===== src/rtl/hacd_pkg.sv =====
// Shared HACD types and helpers for the ATT lookup path.
// Optional block cache is selected with the HAWK_ATT_BLK_CACHE_EN macro.
package hacd_pkg;

    localparam logic [63:0] HAWK_ATT_START = 64'h0000_00FF_F610_0000;
    localparam logic [63:0] HPPA_BASE_ADDR = 64'h0000_0000_8000_0000;
    localparam int unsigned ATT_ENTRY_CNT  = 16;
    localparam int unsigned ATT_BLK_BITS   = 512;
    localparam int unsigned ATT_BLK_TAG_W  = 45;

    typedef enum logic [1:0] {
        STS_DALLOC = 2'b00,
        STS_UNCOMP = 2'b01,
        STS_COMP   = 2'b10,
        STS_INCOMP = 2'b11
    } att_sts_t;

    typedef struct packed {
        logic [7:0]  zpd_cnt;
        logic [43:0] way;
        logic [9:0]  rsvd;
        att_sts_t    sts;
    } AttEntry;

    typedef struct packed {
        logic        lookup;
        logic [47:0] hppa;
    } att_lkup_reqpkt_t;

    typedef struct packed {
        logic [63:0] addr;
        logic        arvalid;
        logic        rready;
    } axi_rd_reqpkt_t;

    typedef struct packed {
        logic arready;
    } axi_rd_rdypkt_t;

    typedef struct packed {
        logic [1:0]              rresp;
        logic [ATT_BLK_BITS-1:0] rdata;
        logic                    rvalid;
        logic                    rlast;
    } axi_rd_resppkt_t;

    typedef struct packed {
        logic [47:0] ppa;
        att_sts_t    sts;
        logic        allow_access;
    } trnsl_reqpkt_t;

    typedef enum logic [2:0] {IDLE, CHK, AR, RD, RESP} att_lkup_state_t;

    // ATT index of a host page; a page below the base wraps to a huge index.
    function automatic logic [47:0] att_idx(input logic [47:0] hppa,
                                            input logic [63:0] hppa_base = HPPA_BASE_ADDR);
        return hppa - hppa_base[59:12];
    endfunction

    // 64B block number holding the entry, used as the cache tag.
    function automatic logic [ATT_BLK_TAG_W-1:0] att_blk(input logic [47:0] hppa,
                                                         input logic [63:0] hppa_base = HPPA_BASE_ADDR);
        logic [47:0] idx;
        idx = att_idx(hppa, hppa_base);
        return idx[47:3];
    endfunction

    // Byte address of the 64B ATT block containing the entry.
    function automatic logic [63:0] att_blk_addr(input logic [47:0] hppa,
                                                 input logic [63:0] att_base  = HAWK_ATT_START,
                                                 input logic [63:0] hppa_base = HPPA_BASE_ADDR);
        return att_base + {13'b0, att_blk(hppa, hppa_base), 6'b0};
    endfunction

    // Entry position within its 64B block.
    function automatic logic [2:0] att_slot(input logic [47:0] hppa,
                                            input logic [63:0] hppa_base = HPPA_BASE_ADDR);
        logic [47:0] idx;
        idx = att_idx(hppa, hppa_base);
        return idx[2:0];
    endfunction

    // Translation result for an entry; a bus error always denies access.
    function automatic trnsl_reqpkt_t att_resolve(input AttEntry entry, input logic rd_err);
        trnsl_reqpkt_t t;
        t.ppa          = {4'b0, entry.way};
        t.sts          = entry.sts;
        t.allow_access = (entry.sts == STS_UNCOMP) && !rd_err;
        return t;
    endfunction

endpackage


===== src/rtl/hawk_att_blk_cache.sv =====
// Single-block ATT cache: last fetched 512b block, its block tag and a valid bit.
// Only built when HAWK_ATT_BLK_CACHE_EN is defined.
module hawk_att_blk_cache
    import hacd_pkg::*;
(
    input  logic                     clk_i,
    input  logic                     rst_i,
    input  logic [ATT_BLK_TAG_W-1:0] lkup_blk_i,
    output logic                     hit_o,
    output logic [ATT_BLK_BITS-1:0]  data_o,
    input  logic                     fill_i,
    input  logic [ATT_BLK_TAG_W-1:0] fill_blk_i,
    input  logic [ATT_BLK_BITS-1:0]  fill_data_i,
    input  logic                     inval_i
);

    logic                     valid_q, valid_d;
    logic [ATT_BLK_TAG_W-1:0] tag_q, tag_d;
    logic [ATT_BLK_BITS-1:0]  data_q, data_d;

    // Next-state for fill and invalidate; invalidate has priority over a fill.
    always_comb begin
        // NOTE: every signal gets a default first so no path leaves it unassigned (no latch).
        valid_d = valid_q;
        tag_d   = tag_q;
        data_d  = data_q;
        if (fill_i) begin
            valid_d = 1'b1;
            tag_d   = fill_blk_i;
            data_d  = fill_data_i;
        end
        if (inval_i) begin
            valid_d = 1'b0;
        end
    end

    // Control state with synchronous reset.
    always_ff @(posedge clk_i) begin
        // NOTE: non-blocking assignments keep every flop sampling pre-edge values.
        if (rst_i) begin
            valid_q <= 1'b0;
            tag_q   <= '0;
        end else begin
            valid_q <= valid_d;
            tag_q   <= tag_d;
        end
    end

    // Block data storage.
    always_ff @(posedge clk_i) begin
        // NOTE: the data array is not reset; valid_q alone guards its use.
        data_q <= data_d;
    end

    assign hit_o  = valid_q && (tag_q == lkup_blk_i);
    assign data_o = data_q;

endmodule


===== src/rtl/hawk_att_lkup.sv =====
// ATT lookup: turns a host page number into its 8B ATT entry by reading the
// 64B ATT block over the AXI read master.
// Optional single-block cache: define HAWK_ATT_BLK_CACHE_EN.
module hawk_att_lkup
    import hacd_pkg::*;
#(
    parameter logic [63:0] ATT_BASE  = HAWK_ATT_START,
    parameter logic [63:0] HPPA_BASE = HPPA_BASE_ADDR,
    parameter int unsigned ENTRY_CNT = ATT_ENTRY_CNT
) (
    input  logic             clk_i,
    input  logic             rst_i,
    input  att_lkup_reqpkt_t lkup_req_i,
    output logic             lkup_busy_o,
    output axi_rd_reqpkt_t   rd_req_o,
    input  axi_rd_rdypkt_t   rd_rdy_i,
    input  axi_rd_resppkt_t  rd_resp_i,
    output trnsl_reqpkt_t    trnsl_o,
    output logic             trnsl_vld_o,
    output logic [63:0]      att_entry_o,
    output logic             err_o,
    input  logic             blk_inval_i
);

    att_lkup_state_t state_q, state_d;
    logic [47:0]     hppa_q, hppa_d;
    logic [63:0]     addr_q, addr_d;
    logic            rresp_err_q, rresp_err_d;
    trnsl_reqpkt_t   trnsl_q, trnsl_d;
    logic [63:0]     att_entry_q, att_entry_d;
    logic            trnsl_vld_q, trnsl_vld_d;
    logic            err_q, err_d;

    logic [47:0]             idx;
    logic                    rd_err;
    logic [ATT_BLK_BITS-1:0] src_data;
    AttEntry                 sel_entry;
    logic                    fill_en;
    logic                    cache_hit;
    logic [ATT_BLK_BITS-1:0] cache_data;

`ifdef HAWK_ATT_BLK_CACHE_EN
    hawk_att_blk_cache u_blk_cache (
        .clk_i       (clk_i),
        .rst_i       (rst_i),
        .lkup_blk_i  (att_blk(hppa_q, HPPA_BASE)),
        .hit_o       (cache_hit),
        .data_o      (cache_data),
        .fill_i      (fill_en),
        .fill_blk_i  (att_blk(hppa_q, HPPA_BASE)),
        .fill_data_i (rd_resp_i.rdata),
        .inval_i     (blk_inval_i)
    );
`else
    assign cache_hit  = 1'b0;
    assign cache_data = '0;
    wire unused_cache_ifc = blk_inval_i | fill_en;
`endif

    // Lookup FSM: next state plus the registered translation result.
    always_comb begin
        state_d     = state_q;
        hppa_d      = hppa_q;
        addr_d      = addr_q;
        rresp_err_d = rresp_err_q;
        trnsl_d     = trnsl_q;
        att_entry_d = att_entry_q;
        trnsl_vld_d = 1'b0;
        err_d       = 1'b0;
        fill_en     = 1'b0;

        idx       = att_idx(hppa_q, HPPA_BASE);
        rd_err    = rresp_err_q || (rd_resp_i.rresp != 2'b00);
        // A hit resolves from the cache in CHK; a miss resolves from the last beat in RD.
        src_data  = (state_q == CHK) ? cache_data : rd_resp_i.rdata;
        sel_entry = AttEntry'(src_data[{att_slot(hppa_q, HPPA_BASE), 6'd0} +: 64]);

        unique case (state_q)
            IDLE: begin
                if (lkup_req_i.lookup) begin
                    hppa_d      = lkup_req_i.hppa;
                    rresp_err_d = 1'b0;
                    state_d     = CHK;
                end
            end
            CHK: begin
                if (idx >= 48'(ENTRY_CNT)) begin
                    trnsl_d.ppa          = '0;
                    trnsl_d.sts          = STS_DALLOC;
                    trnsl_d.allow_access = 1'b0;
                    att_entry_d          = '0;
                    trnsl_vld_d          = 1'b1;
                    err_d                = 1'b1;
                    state_d              = IDLE;
                end else if (cache_hit) begin
                    trnsl_d     = att_resolve(sel_entry, 1'b0);
                    att_entry_d = sel_entry;
                    trnsl_vld_d = 1'b1;
                    state_d     = RESP;
                end else begin
                    addr_d  = att_blk_addr(hppa_q, ATT_BASE, HPPA_BASE);
                    state_d = AR;
                end
            end
            AR: begin
                if (rd_rdy_i.arready) begin
                    state_d = RD;
                end
            end
            RD: begin
                if (rd_resp_i.rvalid) begin
                    rresp_err_d = rd_err;
                    if (rd_resp_i.rlast) begin
                        trnsl_d     = att_resolve(sel_entry, rd_err);
                        att_entry_d = sel_entry;
                        trnsl_vld_d = 1'b1;
                        err_d       = rd_err;
                        fill_en     = !rd_err;
                        state_d     = RESP;
                    end
                end
            end
            RESP: begin
                state_d = IDLE;
            end
            default: begin
                state_d = IDLE;
            end
        endcase
    end

    // State and request registers with synchronous reset.
    always_ff @(posedge clk_i) begin
        if (rst_i) begin
            state_q     <= IDLE;
            hppa_q      <= '0;
            addr_q      <= '0;
            rresp_err_q <= 1'b0;
            trnsl_q     <= '0;
            att_entry_q <= '0;
            trnsl_vld_q <= 1'b0;
            err_q       <= 1'b0;
        end else begin
            state_q     <= state_d;
            hppa_q      <= hppa_d;
            addr_q      <= addr_d;
            rresp_err_q <= rresp_err_d;
            trnsl_q     <= trnsl_d;
            att_entry_q <= att_entry_d;
            trnsl_vld_q <= trnsl_vld_d;
            err_q       <= err_d;
        end
    end

    // AXI request channel driven straight from state and the held address.
    always_comb begin
        rd_req_o.addr    = addr_q;
        rd_req_o.arvalid = (state_q == AR);
        rd_req_o.rready  = (state_q == RD);
    end

    assign lkup_busy_o = (state_q != IDLE);
    assign trnsl_o     = trnsl_q;
    assign trnsl_vld_o = trnsl_vld_q;
    assign att_entry_o = att_entry_q;
    assign err_o       = err_q;

    // Read data must never arrive before the address handshake.
    ap_no_early_rvalid: assert property (@(posedge clk_i) disable iff (rst_i)
        !((state_q == AR) && rd_resp_i.rvalid));

endmodule


===== config.mk =====
export PLATFORM = sky130hd
export DESIGN_NAME = hawk_att_lkup
export DESIGN_NICKNAME = d
export VERILOG_FILES = /design/src/rtl/hacd_pkg.sv /design/src/rtl/hawk_att_blk_cache.sv /design/src/rtl/hawk_att_lkup.sv
export SDC_FILE = /design/constraint.sdc
export NUM_CORES = 1
export LEC_CHECK = 0
export ABC_CLOCK_PERIOD_IN_PS = 3300
export CAP_MARGIN = 20
export CELL_PAD_IN_SITES_DETAIL_PLACEMENT = 1
export CELL_PAD_IN_SITES_GLOBAL_PLACEMENT = 1
export CORE_AREA = 2 2 296 298
export DETAILED_ROUTE_END_ITERATION = 10
export DIE_AREA = 0 0 298 300
export GPL_ROUTABILITY_DRIVEN = 0
export PLACE_DENSITY = 0.53
export SYNTH_ARGS = -nofsm -noshare
export SYNTH_HDL_FRONTEND = slang
export SYNTH_HIERARCHICAL = 1
export SYNTH_SLANG_ARGS = --single-unit

===== constraint.sdc =====
create_clock -name clk_i -period 3.3 [get_ports clk_i]
set_clock_uncertainty 0.2 [all_clocks]
set_input_delay 0.495 -clock clk_i [delete_from_list [all_inputs] [get_ports clk_i]]
set_output_delay 0.495 -clock clk_i [all_outputs]
set_load 0.01 [all_outputs]

==> results by group <==
Power
  • Combinational Power Share: between 20% and 30%
  • Sequential power share: about a third
  • Internal cell power: approximately 4100 uW
  • Final total power: 5930 uW
  • Worst VDD drop: 350 uV
  • Leakage: between 0.006 and 0.007 uW
  • Power per standard cell area: about 300 nW/um2
  • Sw power: ~1800 uW
  • Sw frac: a little under a third
  • Clock Power Share: about a third

Final layout
  • Footprint of the multi-input gates: ~6800 um2
  • Reg area: 3310 um2
  • Area delta synth->final: 83.9%
  • Ratio of cells with drive above 1 in the final layout: approximately 19%
  • Fin util: between 20% and 30%
  • Most frequent cells in the layout: clkdlybuf4s50_1, nand2_1, dfxtp_1, mux4_2, a21oi_1
  • Fillers: between 9k and 10k
  • Commonest non-fill, non-tap cell in the layout: clkdlybuf4s50_1
  • Design Area, Final: 20,100 um2
  • NumNets Final: approximately 2.3k

Yosys
  • Main synth FF type: dfxtp_1
  • #FFs+latches synth: 165
  • Mean Syn Cell Area: approximately 10 um2
  • FFs w/ async S/R, synth: 0%
  • Yosys top cell area share: a little under a third
  • Synthesized cell area: 10,900 um2
  • Cell variety after synth: 58
  • Post-synthesis sequential area ratio: a little under a third
  • Synth area leaders: dfxtp_1, mux4_2, mux2_2, nand2_1, a21oi_1
  • Mapped Cells: between 1k and 1.5k
  • Dominant cell type by area after synthesis: dfxtp_1
  • Yosys warns: 6
  • Post-synth EDFFs: 0

Worst setup path
  • Worst Path Arrival: between 3 and 4 ns
  • Reg2reg start: hppa_q[25]
  • Data required time of the worst path: 3.48 ns
  • Worst setup EP type: register
  • Reg2reg path depth: 8
  • WS Path Type: register to register
  • Worst Setup SP: hppa_q[25]
  • R2r setup slk: approximately 0.26 ns
  • Crit path max fanout: 34
  • Worst setup SP type: register

Hold path
  • Hold path start: rst_i
  • Worst hold stages: 2
  • Hold WC Path Type: input port to register

Global route
  • Pin count of the biggest net entering global routing: 49
  • Total gr overflow: 0
  • First-pass GRT wire length: 88,800 um
  • Gr usage total: a little over an eighth
  • Initial antenna violation count: 9
  • Vias in the first global route: 12.5k

Floorplanning
  • Initial cell density of the core: 12.7%
  • CORE AREA: roughly 86,000 um2
  • Row cnt: about 110
  • Die area: between 80,000 and 90,000 um2
  • Die extent in x: between 200 and 300 um
  • Die Y: ~300 um
  • I/O Pins: about 750

Clock tree
  • Skew-Pair Late Insertion Delay: around 0.48 ns
  • CTS Root Cell: clkbuf_16
  • Bufs on Longest Clock Path: 2
  • Clock-pin slew on the worst setup and hold paths: ~0.080 ns
  • CTS Buf Count: 17
  • CTS tree: done
  • CTS sink cnt: about 170
  • Hold_buf cts: 0
  • CTS H-tree lvls: 4

Timing
  • Final setup vio count: 0
  • Final Hold Viols: 0
  • Worst Tran Pin Value: between 0.6 and 0.7 ns
  • Min Hold Slack: approximately 0.18 ns
  • RSZ-0062 raised after global routing: no
  • Crit share post-route: 92.3%
  • Tmin final: between 3 and 4 ns
  • Relative slew slack: approximately 58%
  • Max Slew Vio Count: 0
  • Fmax: about 0.33 GHz

Detailed routing
  • Vias: 11.5k
  • Total Wirelength: around 63,000 um
  • Detail Route Antenna Nets: 0
  • Vias per inst: about 4.0
  • WL/cell: 22.0 um
  • Initial detailed-routing violation count: slightly below 500
  • DR pass1 iterations: 4
  • Remaining DRCs: 0

Flow run
  • Total of max-cap violations: 0

Placed design
  • HPWL after DPL: approximately 53,000 um
  • Port buffer count: approximately 730
  • Post-DP Area: a little under 20,000 um2

Status
  • Status: finished, final reports clean
## metrics by stage
step / setup TNS, ns / instances / setup WS (ns)
floorplan: 0 / 1067 / 0.350
global placement: 0 / 2842 / 0.112
detailed placement: -0.0173 / 2842 / -0.0173
CTS: 0 / 2874 / 0.0198
global route: 0 / 2879 / 0.00659
finish: 0 / 2882 / 0.255
## critical path, cell delays in order, from the launching register on
cell and delay [ns]:
dfxtp_1 0.37, nor4_4 0.48, nand4_4 0.25, o31ai_2 0.34
nand4_1 0.19, nor4_4 0.41, nand3b_4 0.15, buf_12 0.19
a311oi_1 0.33
## timing repair
| item | in CTS | in global routing |
|---|---|---|
| endpoints found under the setup margin | 2 | 93 |
| setup buffers | 0 | 2 |
| gates resized for setup | 1 | 4 |
| cloned | 0 | 0 |
| pin swaps | 0 | 2 |
## cell families after synthesis
family	after synthesis	share of synthesized area (%)
flops	165	30.3
xor+xnor	5	0.402
simple gates	286	12.8
buf+inv	169	8.34
other cells	1	0.0344
compound gates	223	14.6
fa+ha+maj	2	0.229
mux	195	33.3
## final timing paths
check,endpoint
setup / recovery,att_entry_o[63]
hold / removal,hppa_q[37]
setup reg to reg,att_entry_o[63]
hold reg to reg,hppa_q[13]
## flip-flops by register name, indices dropped and copies added (netlist names)
register and count:
hppa_q 48, state_q 3, att_entry_o 63, trnsl_vld_o 1, addr_q 46, err_o 1
rresp_err_q 1, trnsl_o 2
## Yosys cell counts (6+ instances only)
| cell | n |
|---|---|
| nand3_1 | 10 |
| nor2b_1 | 7 |
| dfxtp_1 | 165 |
| inv_1 | 7 |
| nor3_1 | 11 |
| a311oi_1 | 43 |
| a311oi_2 | 20 |
| a21oi_1 | 113 |
| mux2_2 | 62 |
| buf_4 | 68 |
| nor4_1 | 9 |
| o21a_1 | 16 |
| and2_1 | 28 |
| nand2_1 | 173 |
| clkbuf_1 | 73 |
| nand4_1 | 9 |
| mux4_2 | 128 |
| o21ai_0 | 6 |
| nor2_1 | 10 |
| buf_1 | 15 |
## per-layer routing
metal	global-route usage [%]	vias up	share of wire, %	wire length, um
met3	4.37	46	7.3	4620
met4	3.03	0	1.3	793
met1	15.6	5709	40	25100
li1	-	5251	-	-
met2	24.8	473	52	32800
met5	0	-	0	0
## area by class of cell
class                      instances  area share (%)
antenna                            5          0.0624
clock inverter                    15           0.780
tap                             1155            7.20
timing repair buffer             785            39.1
sequential                       165            16.5
clock buffer                      17            2.12
multi-input combinational        733            34.0
inverter                           7           0.131
## power groups by stage
stage               combinational, uW  clock [uW]  sequential [uW]
finish                           1760        2080             2090
global placement                 1750           0             2130
CTS                              1780        2230             2090
detailed placement               1770           0             2140
global route                     1890        2290             2100
floorplan                         803           0             2100
No activity file was read; power rests on OpenSTA's default activity.
